File: src/rtl/alu5_arbiter.sv
// Round-robin arbiter/sequencer placing two requesters onto one shared 5-bit ALU.
// Each operation takes IDLE (accept), EXEC (ALU evaluates), and DONE (hold response until consumed).

module alu5_arb_lane #(
  parameter int CNT_W = 8
) (
  input  logic             clk,
  input  logic             rst_n,
  input  logic             set,
  input  logic             done,
  output logic             vld,
  output logic [CNT_W-1:0] cnt
);
  always_ff @(posedge clk or negedge rst_n) begin
    if (!rst_n) begin
      vld <= 1'b0;
      cnt <= '0;
    end else if (set) begin
      vld <= 1'b1;
    end else if (done) begin
      vld <= 1'b0;
      cnt <= cnt + {{(CNT_W-1){1'b0}}, 1'b1};
    end
  end
endmodule

module alu5_arbiter #(
  parameter int W     = 5,
  parameter int CNT_W = 8
) (
  input  logic             clk,
  input  logic             rst_n,
  input  logic [1:0]       req_valid,
  output logic [1:0]       req_ready,
  input  logic [W-1:0]     req0_a,
  input  logic [W-1:0]     req0_b,
  input  logic [1:0]       req0_op,
  input  logic [W-1:0]     req1_a,
  input  logic [W-1:0]     req1_b,
  input  logic [1:0]       req1_op,
  output logic [W-1:0]     alu_a,
  output logic [W-1:0]     alu_b,
  output logic [1:0]       alu_op,
  input  logic [W-1:0]     alu_r,
  input  logic             alu_cf,
  input  logic             alu_sf,
  input  logic             alu_zf,
  output logic [1:0]       rsp_valid,
  input  logic [1:0]       rsp_ready,
  output logic [W-1:0]     rsp_r,
  output logic             rsp_cf,
  output logic             rsp_sf,
  output logic             rsp_zf,
  output logic             busy,
  output logic [CNT_W-1:0] cnt0,
  output logic [CNT_W-1:0] cnt1
);
  localparam int NUM_REQ = 2;

  typedef struct packed {
    logic [W-1:0] a;
    logic [W-1:0] b;
    logic [1:0]   op;
  } req_t;

  typedef enum logic [1:0] {IDLE = 2'd0, EXEC = 2'd1, DONE = 2'd2} state_t;

  state_t state, state_nx;
  req_t   req [NUM_REQ];
  req_t   sel;
  logic   last, grant, winner;
  logic   accept, cap, done;
  logic [NUM_REQ-1:0][CNT_W-1:0] cnt;

  assign req[0] = '{a: req0_a, b: req0_b, op: req0_op};
  assign req[1] = '{a: req1_a, b: req1_b, op: req1_op};

  // On contention the requester that did not finish last wins.
  assign winner = (&req_valid) ? ~last : req_valid[1];
  assign sel    = req[winner];
  assign busy   = (state != IDLE);

  always_comb begin
    state_nx  = state;
    req_ready = 2'b00;
    accept    = 1'b0;
    cap       = 1'b0;
    done      = 1'b0;
    case (state)
      IDLE: if (|req_valid) begin
        req_ready = winner ? 2'b10 : 2'b01;
        accept    = 1'b1;
        state_nx  = EXEC;
      end
      EXEC: begin
        cap      = 1'b1;
        state_nx = DONE;
      end
      DONE: if (rsp_ready[grant]) begin
        done     = 1'b1;
        state_nx = IDLE;
      end
      default: state_nx = IDLE;
    endcase
  end

  always_ff @(posedge clk or negedge rst_n) begin
    if (!rst_n) state <= IDLE;
    else        state <= state_nx;
  end

  always_ff @(posedge clk or negedge rst_n) begin
    if (!rst_n) begin
      alu_a  <= '0;
      alu_b  <= '0;
      alu_op <= 2'b00;
      grant  <= 1'b0;
      last   <= 1'b1;
      rsp_r  <= '0;
      rsp_cf <= 1'b0;
      rsp_sf <= 1'b0;
      rsp_zf <= 1'b0;
    end else begin
      if (accept) begin
        alu_a  <= sel.a;
        alu_b  <= sel.b;
        alu_op <= sel.op;
        grant  <= winner;
      end
      if (cap) begin
        rsp_r  <= alu_r;
        rsp_cf <= alu_cf;
        rsp_sf <= alu_sf;
        rsp_zf <= alu_zf;
      end
      if (done) last <= grant;
    end
  end

  // Per-requester response-valid flag and completion counter.
  for (genvar i = 0; i < NUM_REQ; i++) begin : g_lane
    alu5_arb_lane #(.CNT_W(CNT_W)) u_lane (
      .clk  (clk),
      .rst_n(rst_n),
      .set  (cap  && (grant == 1'(i))),
      .done (done && (grant == 1'(i))),
      .vld  (rsp_valid[i]),
      .cnt  (cnt[i])
    );
  end

  assign cnt0 = cnt[0];
  assign cnt1 = cnt[1];
endmodule

File: config.mk
export PLATFORM = sky130hd
export DESIGN_NAME = alu5_arbiter
export DESIGN_NICKNAME = d
export VERILOG_FILES = /design/src/rtl/alu5_arbiter.sv
export SDC_FILE = /design/constraint.sdc
export NUM_CORES = 1
export LEC_CHECK = 0
export BUFFER_PORTS_ARGS = -buffer_cell sky130_fd_sc_hd__buf_2
export CAP_MARGIN = 15
export CORE_ASPECT_RATIO = 0.9
export CORE_MARGIN = 10
export CORE_UTILIZATION = 25
export CTS_CLUSTER_DIAMETER = 200
export CTS_CLUSTER_SIZE = 24
export DETAILED_ROUTE_END_ITERATION = 10
export GPL_TIMING_DRIVEN = 0
export PLACE_DENSITY = 0.46
export SLEW_MARGIN = 20
export SYNTH_ARGS = -nofsm -noshare
export SYNTH_HDL_FRONTEND = slang
export SYNTH_SLANG_ARGS = --single-unit
File: constraint.sdc
create_clock -name clk -period 1.6 [get_ports clk]
set_input_delay 0.08 -clock clk [delete_from_list [all_inputs] [get_ports clk]]
set_output_delay 0.08 -clock clk [all_outputs]
set_load 0.05 [all_outputs]
Word-level counts from Yosys, hierarchy flattened
Cells that the tools add are included.
- register bits: 42
- bits of input ports: 38
- add/sub/neg operators: 2
- magnitude comparators: 2
- equal/unequal tests: 4
- muxes and demuxes: 21
- bitwise operators: 5
- reduce and logical (&&, ||, !) cells: 13
- operators by type and width (kind ; number):
    two-way mux 12 bit ; 3
    adder 8 x 1 -> 8 bit (second input constant) ; 2
    two-way mux 1 bit ; 12
    two-way mux 2 bit ; 5
    AND reduction 2 bit ; 4
    one-hot mux 2 bit (3 select lines) ; 1
    nonzero test 2 bit ; 3
    logical AND 1 bit ; 4
    inequality test 2 bit (second input constant) ; 2
    NOT 1 bit ; 4
    equality test 2 x 1 -> 1 bit (second input constant) ; 1
    equality test 2 bit (second input constant) ; 1
    >= comparator 2 bit (second input constant) ; 1
    zero test 2 bit ; 1
    < comparator 1 x 2 -> 1 bit (second input constant) ; 1
    NOT 1 -> 2 bit ; 1
    OR reduction 2 bit ; 1

Logic depth before layout (Yosys ltp)
Gate-level depths: netlist (run 1).
- depth after elaboration: 7
- mapped depth: 6
- depth with buffers taken out: 4

Cells and area by module
Synthesis (run 1) repeated with hierarchy kept, for this count alone.
- cell total of the unflattened synthesis: 168
- area, all modules: 1863.0 sq um
- by module, submodules not included (module ; instances ; cells an instance ; area an instance (sq um)):
    alu5_arbiter ; 1 ; 104 ; 1067.3
    alu5_arb_lane ; 2 ; 32 ; 397.9

Worst setup path after synthesis (run 1)
No wires, ideal clock.
- path kind: register to output
- from: reg state[1]
- to: out req_ready[0]
- arrival: 1.907 ns
- data required time: 1.520 ns
- path slack: -0.387 ns
- stages on the path, launching flop included: 7
- buffers on the path: 3
- cells stage by stage: dfrtp_1 > or2_1 > buf_2 > or2_1 > buf_2 > buf_2 > nor2_1
- longest elaborated chain between the ends: 2
- RTL lines (item ; line ; RTL):
    start, declared ; 68 ; state_t state, state_nx;
    start signal, assigned ; 109 ; else state <= state_nx;
    zero test 2 bit ; 89 ; case (state)
    two-way mux 2 bit ; 89 ;
    end, declared ; 34 ; output logic [1:0] req_ready,
Every way passes these cells.

Final worst setup path (run 1)
Ends and elaborated chain as after synthesis.

==> metrics.md, run 1 <==
| Metric | Value |
|---|---|
| Status | `complete, no violations` |
| Ant diodes | `0` |
| Final wirelength | `4930 um` |
| Total number of vias | `1,504` |
| Placed insts | `329` |
| Vias in the first global route | `1,581` |
| DP Wirelength | `3710 um` |
| Worst-Margin Slew | `0.546 ns` |
| Critical path's slowest cell | `dfrtp_1` |
| Final worst-path cycle share | `98.1%` |
| Drt pass-1 iters | `4` |
| All-layer global routing usage | `8.65%` |
| Synth Area in Compound Gates | `7.95%` |
| Most used cell, CP | `or2_4` |
| First-pass GRT wire length | `7850 um` |
| CTS Buf Count | `5` |
| Register-to-register setup slack | `0.07 ns` |
| Commonest non-fill, non-tap cell in the layout | `buf_2` |
| Routed Antenna Nets | `0` |
| Net count after synthesis | `198` |
| Sequential cell fraction of total power | `31.0%` |
| Cell Pwr Density | `2150 nW/um^2` |
| CP max stage delay | `0.38 ns` |
| TritonCTS clock tree | `built` |
| Mapped Cells | `158` |
| Setup violations, final | `0` |
| Syn avg cell area | `11.6 um^2` |
| Crit path DAT | `1.49 ns` |
| HP Class | `in2reg` |
| Max-cap violations | `0` |
| Initial Util | `25.9%` |
| Worst setup SP type | `register` |
| Final setup margin | `0.0310 ns` |
| Power share of the clock group | `12.8%` |
| Pint | `2.77 mW` |
| Layout net count | `290` |
| Die area | `11,200 um^2` |
| Placeable Area | `7110 um^2` |
| Switch share | `49.8%` |
| Setup CP Type | `reg2out` |
| Port bufs | `78` |
| Synth Cell Area | `1840 um^2` |
| CP endpoint kind | `output port` |
| Post-synthesis mux area share | `10.9%` |
| Area share of and/or/nand/nor cells after synthesis | `11.6%` |
| H-Tree Depth | `2` |
| CTS clock-pin slew for the worst setup and hold paths | `0.08 ns` |
| Non-Filler Instances | `344` |
| YS warnings | `0` |
| CTS Buffer Depth | `2` |
| Highest clock rate | `0.637 GHz` |
| Largest family of logic cells by synthesized area | `simple AND/OR/NAND/NOR gates` |
| # DRC | `0` |
| Count of cell types in the netlist | `33` |
| Worst path cell trace | `or2_4 -> or2_4 -> nor2_4 -> buf_8` |
| Max-slew violations | `0` |
| Grt ovf | `0` |
| Vias per inst | `4.37` |
| Commonest cells after routing, fill and taps aside | `buf_2, dfrtp_1, buf_4, o21ai_0, mux2i_1` |
| #FFs+latches synth | `42` |
| Crit path to | `req_ready[0]` |
| Worst reg2reg path depth | `4` |
| Crit-path max FO | `3` |
| Top cell type by total area after synthesis | `dfrtp_1` |
| CP startpoint | `state[1]` |
| Root buf cell | `clkbuf_8` |
| Max Clock Skew | `0.00496 ns` |
| Leakage power | `1.31 nW` |
| FF-to-FF Start | `state[1]` |
| Synth Area in XOR/XNOR | `6.66%` |
| Die W | `110 um` |
| WP data required | `1.52 ns` |
| Combinational power share | `56.1%` |
| Pre-CTS setup slack | `-0.197 ns` |
| Unrepaired setup endpoints after global routing | `true` |
| Clock Sinks | `42` |
| Area Overhead vs Synth | `39.5%` |
| Num rows | `29` |
| Fill cell count | `786` |
| Endpoints failing hold | `0` |
| Share of cells above drive strength 1 | `46.2%` |
| Synth top area share | `55.7%` |
| RR Endpoint | `alu_b[4]` |
| Register area share after synthesis | `57.2%` |
| Skew-Pair Late Insertion Delay | `0.29 ns` |
| GP Congestion | `0.675` |
| VDD IR max | `1.08 mV` |
| Tmin final | `1.57 ns` |
| DIE HEIGHT | `101 um` |
| P_sw | `2.75 mW` |
| Initial antenna violation count | `0` |
| Top post-synthesis cells by area | `dfrtp_1, mux2_2, mux2i_1` |
| Synth Area in Adders | `1.36%` |
| DRC marker count from the first detailed-route iteration | `21` |
| Largest net degree at the start of global routing | `43` |
| IO Pins | `79` |
| Rel. slew slack | `63.6%` |
| Routed len/inst | `14.3 um` |
[kinds of logic (layout without fill, tap and decap cells)]
| logic type | after synthesis | after routing |
|---|---|---|
| adders and majority gates | 2 | 2 |
| AOI/OAI and AO/OA | 25 | 25 |
| xor gates and xnor gates | 14 | 14 |
| and+or+nand+nor | 39 | 39 |
| buffers and inverters | 17 | 110 |
| DFF | 42 | 42 |
| muxes | 19 | 19 |
[per-stage QoR]
stage                     hold WS, ns  total power, mW  area, um^2  utilization (%)  TNS [ns]
final                          0.0151             5.52        2570             36.1         0
after global routing          0.00972             5.89        2570             36.1   -0.0393
after CTS                     0.00187             5.62        2530             35.6   -0.0578
after detailed placement        0.305             4.70        2350             33.1    -0.278
after global placement          0.311             4.68        2350             33.1    -0.262
after floorplan                -0.216             3.96        1850                -    -0.163
[synth_stat cells]
cell      count
a21boi_1      1
nand4_1       3
nor3_1        2
dfrtp_1      41
a21o_1        1
nor4bb_1      1
nor4_1        4
or2_1         2
and4_1        1
inv_1         6
xnor2_1       9
dfstp_2       1
nand2_1       9
nand3b_1      1
and4b_1       1
and3_1        1
clkbuf_1      3
o21ai_1       8
nand4b_1      1
ha_1          2
and2_1        1
nand2b_1      1
o21ai_0      11
xor2_1        5
buf_4         2
mux2i_1      10
mux2_2        9
nand3_1       5
buf_2         6
nor2_1        5
a221o_1       3
nor2b_1       1
o22ai_1       1
[power by group through the flow]
| stage | logic [mW] | registers, mW | clock network (mW) |
|---|---|---|---|
| finish | 3.10 | 1.71 | 0.709 |
| global route | 3.32 | 1.77 | 0.801 |
| CTS | 3.15 | 1.72 | 0.749 |
| detailed placement | 2.94 | 1.76 | 0 |
| global placement | 2.93 | 1.74 | 0 |
| floorplan | 1.04 | 2.92 | 0 |
[critical path, delay by kind of cell, from the launching register on]
family | cells | cell delay [ns]
buffers and inverters | 1 | 0.15
DFF | 1 | 0.38
and+or+nand+nor | 3 | 0.66
[state kept, by name, summed over array words and instances (netlist names)]
signal             cells
alu_a                  5
alu_b                  5
alu_op                 2
g_lane.u_lane.cnt     16
g_lane.u_lane.vld      2
grant                  1
last                   1
rsp_cf                 1
rsp_r                  5
rsp_sf                 1
rsp_zf                 1
state                  2
[what timing repair did]
action                                  CTS  global route
buffers inserted                          5             3
pin swaps                                 2             3
hold buffers                              1             1
endpoints found under the hold margin    41             1
resized for setup                        14             7
endpoints found under the setup margin   10            15
[layout make-up]
cell class	count	area, um^2	share of cell area [%]
plain buffers	8	47.5	1.85
well taps	93	116	4.53
clock buffers	7	86.3	3.36
repair buffers	88	493	19.2
multi-input cells	99	744	29.0
inverters	6	22.5	0.877
flip-flops and latches	42	1050	41.0
clock inverters	1	5.00	0.195
[per-layer routing]
layer  up-vias  GRT usage, %  routed length, um
met2        37          14.4               2480
met3         8          2.72                192
met1       727          10.1               2170
li1        732             -                  -
met4         0          3.90                 87
met5         -             0                  0
[worst min path at each step]
stage,start,endpoint,slack (ns),cells past startpoint
finish,alu_zf,rsp_zf,0.02,2
detailed placement,rst_n,alu_a[4],0.30,1
floorplan,rst_n,alu_a[0],-0.22,0
global route,alu_r[0],rsp_r[0],0.01,2
CTS,alu_r[1],rsp_r[1],0.002,2
global placement,rst_n,alu_a[4],0.31,1
Note: power is estimated with default switching activity, not from simulation.
==> inputs of run 2 (changes only) <==
==> constraint.sdc (replaced) <==
create_clock -name clk -period 1.6 [get_ports clk]
set_input_delay 0 -clock clk [delete_from_list [all_inputs] [get_ports clk]]
set_output_delay 0 -clock clk [all_outputs]
set_load 0.05 [all_outputs]
==> run 2 against run 1 <==
The flow now finishes with violations (negative setup slack). Wire length rose by 5.3%. Clock power rose by 2%. Critical endpoint unchanged. Clock skew barely moved. Count of clock-buffer cells in the layout did not move. Final cell count is 8.1% higher. Combinational power increased by 2%. Non-clock buffer count is 28 higher. Via count is 6.0% higher. Hold slack got worse by 0.013 ns. Sequential cell count is the same. Cell area increased by 10%. Core utilization grew 3.6 points.
==> metrics.md, run 2 (synthesis results as in run 1) <==
| Metric | Value |
|---|---|
| DRC marker count from the first detailed-route iteration | `30 (+43%)` |
| Num rows | `29 (unchanged)` |
| HP Class | `in2reg` |
| Routed len/inst | `13.9 um (-2.6%)` |
| VDD IR max | `0.786 mV (-27%)` |
| Leakage power | `1.42 nW (+8.7%)` |
| Worst-Margin Slew | `0.542 ns (-0.00370 ns)` |
| Highest clock rate | `0.621 GHz (-2.6%)` |
| Largest reg by FF count | `g_lane.u_lane.cnt` |
| DIE HEIGHT | `101 um (unchanged)` |
| Pre-CTS setup slack | `-0.111 ns (+0.0856 ns)` |
| Vias in the first global route | `1,715 (+8.5%)` |
| Tmin final | `1.61 ns (+0.0415 ns)` |
| Skew-Pair Late Insertion Delay | `0.29 ns (about the same)` |
| Vias per inst | `4.28 (-2.0%)` |
| Setup CP Type | `reg2out` |
| Grt ovf | `0 (unchanged)` |
| Unrepaired setup endpoints after global routing | `true` |
| Share of cells above drive strength 1 | `41.2% (-5.0 points)` |
| Status | `finished with violations` |
| Setup violations, final | `1 (+1)` |
| # DRC | `0 (unchanged)` |
| IO Pins | `79 (unchanged)` |
| Routed Antenna Nets | `0 (unchanged)` |
| CTS Buf Count | `5 (unchanged)` |
| CP endpoint kind | `output port` |
| Worst setup SP type | `register` |
| Port bufs | `78 (unchanged)` |
| GP Congestion | `0.701 (+4.0%)` |
| Final setup margin | `-0.0106 ns (-0.0415 ns)` |
| Max-cap violations | `0 (unchanged)` |
| WP data required | `1.60 ns (+0.08 ns)` |
| Final worst-path cycle share | `101% (+2.6 points)` |
| All-layer global routing usage | `9.30% (+0.65 points)` |
| Largest net degree at the start of global routing | `43 (unchanged)` |
| Cell Pwr Density | `1980 nW/um^2 (-8.0%)` |
| Ant diodes | `0 (unchanged)` |
| Max Clock Skew | `0.00487 ns (-0.0000946 ns)` |
| Layout net count | `318 (+9.7%)` |
| Clock Sinks | `42 (unchanged)` |
| Initial Util | `25.9% (unchanged)` |
| Fill cell count | `751 (-4.5%)` |
| Die W | `110 um (unchanged)` |
| Final wirelength | `5190 um (+5.3%)` |
| Root buf cell | `clkbuf_8` |
| Commonest non-fill, non-tap cell in the layout | `buf_2` |
| Max-slew violations | `0 (unchanged)` |
| TritonCTS clock tree | `built` |
| Max reg flops | `16 (unchanged)` |
| Placeable Area | `7110 um^2 (unchanged)` |
| Area Overhead vs Synth | `53.6%` |
| Die area | `11,200 um^2 (unchanged)` |
| Initial antenna violation count | `0 (unchanged)` |
| Hold Slack | `0.00231 ns (-0.0128 ns)` |
| H-Tree Depth | `2 (unchanged)` |
| First-pass GRT wire length | `8710 um (+11%)` |
| Total number of vias | `1,594 (+6.0%)` |
| Crit path DAT | `1.61 ns (+0.12 ns)` |
| CTS clock-pin slew for the worst setup and hold paths | `0.08 ns (about the same)` |
| Crit-path max FO | `6 (+3)` |
| Failing checks | `negative setup slack` |
| CTS Buffer Depth | `2 (unchanged)` |
| Commonest cells after routing, fill and taps aside | `buf_2, dfrtp_1, dlygate4sd3_1, buf_4, o21ai_0` |
| DP Wirelength | `3770 um (+1.6%)` |
| Endpoints failing hold | `0 (unchanged)` |
| Drt pass-1 iters | `4 (unchanged)` |
| Rel. slew slack | `63.8% (+0.25 points)` |
## run 2: cell count changes in the layout (fill, tap and decap cells not counted)
| cell | before | now |
|---|---|---|
| clkbuf_4 | 1 | 0 |
| nor2b_2 | 0 | 1 |
| nor3_1 | 1 | 2 |
| a21boi_1 | 0 | 1 |
| nor2b_4 | 1 | 0 |
| nor3_2 | 1 | 0 |
| clkbuf_1 | 2 | 3 |
| a21boi_2 | 1 | 0 |
| buf_2 | 76 | 78 |
| dlygate4sd3_1 | 2 | 29 |
| buf_1 | 1 | 0 |
## run 2: final cells by class
class,instances,area [um^2],area share [%]
multi-input combinational,99,731,25.9
clock inverter,1,5.00,0.177
tap,93,116,4.12
inverter,6,22.5,0.797
timing repair buffer,115,753,26.6
sequential,42,1050,37.2
clock buffer,7,86.3,3.05
buffer,9,60.1,2.12
## run 2: report_power, final
| group | total, mW | switching (mW) | leakage [nW] | internal [mW] |
|---|---|---|---|---|
| Clock | 0.722 | 0.373 | 0.0482 | 0.349 |
| Combinational | 3.16 | 2.16 | 0.847 | 0.994 |
| Sequential | 1.72 | 0.237 | 0.523 | 1.48 |
| Total | 5.59 | 2.77 | 1.42 | 2.82 |
## run 2: critical path: stages (launching register included)
cell     delay [ns]
dfrtp_1        0.39
or2_4          0.28
or2_4          0.28
buf_8          0.13
nor2_4         0.08
buf_8          0.15
## run 2: final timing paths
| kind | slack [ns] | cells past startpoint | from | to |
|---|---|---|---|---|
| worst max-delay path | -0.01 | 5 | state[1] | req_ready[0] |
| worst min-delay path | 0.002 | 3 | req1_a[3] | alu_a[3] |
| worst max register to register | 0.06 | 4 | state[1] | alu_a[4] |
| worst min register to register | 0.46 | 1 | g_lane[1].u_lane.cnt[7] | g_lane[1].u_lane.cnt[7] |
| max in group asynchronous | 0.99 | 2 | rst_n | last |
| min in group asynchronous | 0.23 | 2 | rst_n | rsp_sf |
## run 2: what timing repair did
| item | 4_1_cts | 5_1_grt |
|---|---|---|
| hold buffers | 29 | 0 |
| pin swaps | 2 | 2 |
| gates resized for setup | 9 | 3 |
| setup buffers | 4 | 4 |
| setup endpoints to repair | 14 | 5 |
| cloned | 0 | 0 |
| endpoints found under the hold margin | 61 | 0 |
## run 2: stage by stage
step	instance area [um^2]	instances	power [mW]	util (%)	TNS, ns
after floorplan	1850	158	3.96	-	0
after global placement	2360	329	4.69	33.1	-0.186
after detailed placement	2360	329	4.71	33.1	-0.184
after CTS	2790	368	5.63	39.2	-0.0240
after global routing	2830	372	5.96	39.7	-0.157
final	2830	372	5.59	39.7	-0.0106
## run 2: per-layer routing
layer / part of all wire (%) / track usage (%) / up-vias
met2: 50 / 15.4 / 36
li1: - / - / 787
met1: 44 / 11.2 / 766
met3: 4.8 / 2.84 / 5
met5: 0 / 0 / -
met4: 1.3 / 3.60 / 0
==> inputs of run 3 (changes only) <==
- PLACE_DENSITY: 0.46 -> 0.44
- clock period: 1.6 -> 1.9 ns (I/O delays scaled with it)
==> run 3 against run 2 <==
The flow now finishes without violations. First-iteration DRC count is 10% higher. Cell area is 2.9% lower. Die area stayed put. Final cell count is 1.6% lower.
==> metrics.md, run 3 (synthesis results as in run 1) <==
| Metric | Value |
|---|---|
| Share of cells above drive strength 1 | `38.8% (-2.4 points)` |
| GP Congestion | `0.695 (-0.87%)` |
| DP Wirelength | `3700 um (-1.9%)` |
| Setup CP Type | `reg2out` |
| Max reg flops | `16 (unchanged)` |
| Area Overhead vs Synth | `49.1%` |
| Port bufs | `78 (unchanged)` |
| Area occupied by multi-input gates | `712 um^2 (-2.6%)` |
| H-Tree Depth | `2 (unchanged)` |
| DIE HEIGHT | `101 um (unchanged)` |
| Tmin final | `1.76 ns` |
| Layout net count | `312 (-1.9%)` |
| Final wirelength | `5230 um (+0.83%)` |
| Status | `complete, no violations` |
| Placeable Area | `7110 um^2 (unchanged)` |
| WP data required | `1.90 ns (+0.30 ns)` |
| Hold Slack | `0.0110 ns (+0.00869 ns)` |
| Die W | `110 um (unchanged)` |
| Die area | `11,200 um^2 (unchanged)` |
| CP max stage delay | `0.39 ns (about the same)` |
| # DRC | `0 (unchanged)` |
| CTS clock-pin slew for the worst setup and hold paths | `0.08 ns (about the same)` |
| Crit path max-delay family | `simple AND/OR/NAND/NOR gates` |
| Initial Util | `25.9% (unchanged)` |
| Commonest cells after routing, fill and taps aside | `buf_2, dfrtp_1, dlygate4sd3_1, o21ai_0, mux2i_1` |
| Vias per inst | `4.25 (-0.85%)` |
| Worst-Margin Slew | `0.952 ns (+0.410 ns)` |
| VDD IR max | `0.559 mV (-29%)` |
| First-pass GRT wire length | `8630 um (-1.0%)` |
| Setup violations, final | `0 (-1)` |
| DRC marker count from the first detailed-route iteration | `33 (+10%)` |
| Routed len/inst | `14.3 um (+2.5%)` |
| Vias in the first global route | `1,707 (-0.47%)` |
| Critical path's slowest cell | `dfrtp_1` |
| Unrepaired setup endpoints after global routing | `false` |
| Non-Filler Instances | `366 (-1.6%)` |
| Skew-Pair Late Insertion Delay | `0.29 ns (about the same)` |
| Worst setup SP type | `register` |
| Initial antenna violation count | `0 (unchanged)` |
| Setup TNS | `0 ns (+0.0106 ns)` |
| Worst path cell trace | `or2_1 -> buf_2 -> or2_1 -> buf_4 -> nor2_2 -> buf_6` |
| CTS Buffer Depth | `2 (unchanged)` |
| Cell Pwr Density | `1670 nW/um^2 (-16%)` |
| Max Clock Skew | `0.00467 ns (-0.000200 ns)` |
| Highest clock rate | `0.570 GHz` |
| Largest net degree at the start of global routing | `43 (unchanged)` |
| Endpoints failing hold | `0 (unchanged)` |
| CP Buf/Inv Count | `3 (+1)` |
| Final worst-path cycle share | `92.4%` |
| IO Pins | `79 (unchanged)` |
| Ant diodes | `0 (unchanged)` |
| Num rows | `29 (unchanged)` |
| Rel. slew slack | `36.5% (-27 points)` |
| Sequential Area | `1050 um^2 (unchanged)` |
| Drt pass-1 iters | `4 (unchanged)` |
| Clock Sinks | `42 (unchanged)` |
| Commonest non-fill, non-tap cell in the layout | `buf_2` |
| Routed Antenna Nets | `0 (unchanged)` |
| Largest reg by FF count | `g_lane.u_lane.cnt` |
| All-layer global routing usage | `9.20% (-0.10 points)` |
| CTS Buf Count | `5 (unchanged)` |
| Most used cell, CP | `or2_1` |
| CP endpoint kind | `output port` |
| Grt ovf | `0 (unchanged)` |
| Fill cell count | `739 (-1.6%)` |
| Crit path DAT | `1.76 ns (+0.15 ns)` |
| Total number of vias | `1,555 (-2.4%)` |
| TritonCTS clock tree | `built` |
| Crit-path max FO | `15 (+9)` |
| Placed insts | `329 (unchanged)` |
| Root buf cell | `clkbuf_8` |
| HP Class | `in2reg` |
| Max-slew violations | `0 (unchanged)` |
| Max-cap violations | `0 (unchanged)` |
| Leakage power | `1.38 nW (-2.8%)` |
==> run 3: cell types whose count changed in the layout (fill, tap and decap cells not counted), moves of 2 or more <==
cell	previous run	this run
buf_4	12	5
buf_2	78	81
buf_8	2	0
or2_1	0	2
or2_4	2	0
==> run 3: worst min-delay path, stage by stage <==
cell and delay (ns):
buf_2 0.07, mux2i_1 0.05, o21ai_0 0.13
==> run 3: path summary, 6_finish.rpt <==
| check | from | to | depth (start not counted) | slack (ns) |
|---|---|---|---|---|
| max | state[1] | req_ready[0] | 6 | 0.14 |
| min in group asynchronous | rst_n | rsp_sf | 2 | 0.40 |
| min reg2reg | g_lane[1].u_lane.cnt[7] | g_lane[1].u_lane.cnt[7] | 1 | 0.46 |
| max reg2reg | state[1] | alu_a[4] | 5 | 0.23 |
| max in group asynchronous | rst_n | alu_b[2] | 2 | 0.90 |
| min | req0_op[0] | alu_op[0] | 3 | 0.01 |
==> run 3: what timing repair did <==
item | CTS | global route
gates resized for setup | 2 | 2
hold endpoints to repair | 60 | 0
hold buffers | 28 | 0
pin swaps | 0 | 0
endpoints found under the setup margin | 1 | 1
buffers inserted | 2 | 0
==> run 3: metal layers <==
metal	vias to the layer above	GRT usage (%)	part of all wire (%)
li1	775	-	-
met1	719	11.4	48
met2	59	13.7	42
met3	2	4.85	9.4
met4	0	2.40	0.32
met5	-	0	0
==> run 3: power by group <==
group          internal, mW  switching, mW  total, mW
logic                 0.737           1.80       2.54
clock network         0.292          0.306      0.598
registers              1.25          0.204       1.45
total                  2.27           2.31       4.59
==> run 3: cell type report <==
class | count | area share (%)
buffer | 10 | 1.96
clock buffer | 6 | 3.01
clock inverter | 2 | 0.456
inverter | 6 | 0.821
multi-input combinational | 99 | 25.9
sequential | 42 | 38.3
tap | 93 | 4.24
timing repair buffer | 108 | 25.2
==> run 3: per-stage QoR <==
step | setup slack [ns] | total power, mW | cell area (um^2) | util (%)
6_report | 0.145 | 4.59 | 2740 | 38.6
5_1_grt | 0.0495 | 4.89 | 2740 | 38.6
4_1_cts | 0.0829 | 4.66 | 2740 | 38.5
3_5_place_dp | 0.178 | 3.96 | 2350 | 33.0
3_3_place_gp | 0.171 | 3.95 | 2350 | 33.0
2_1_floorplan | -0.00880 | 3.33 | 1840 | -
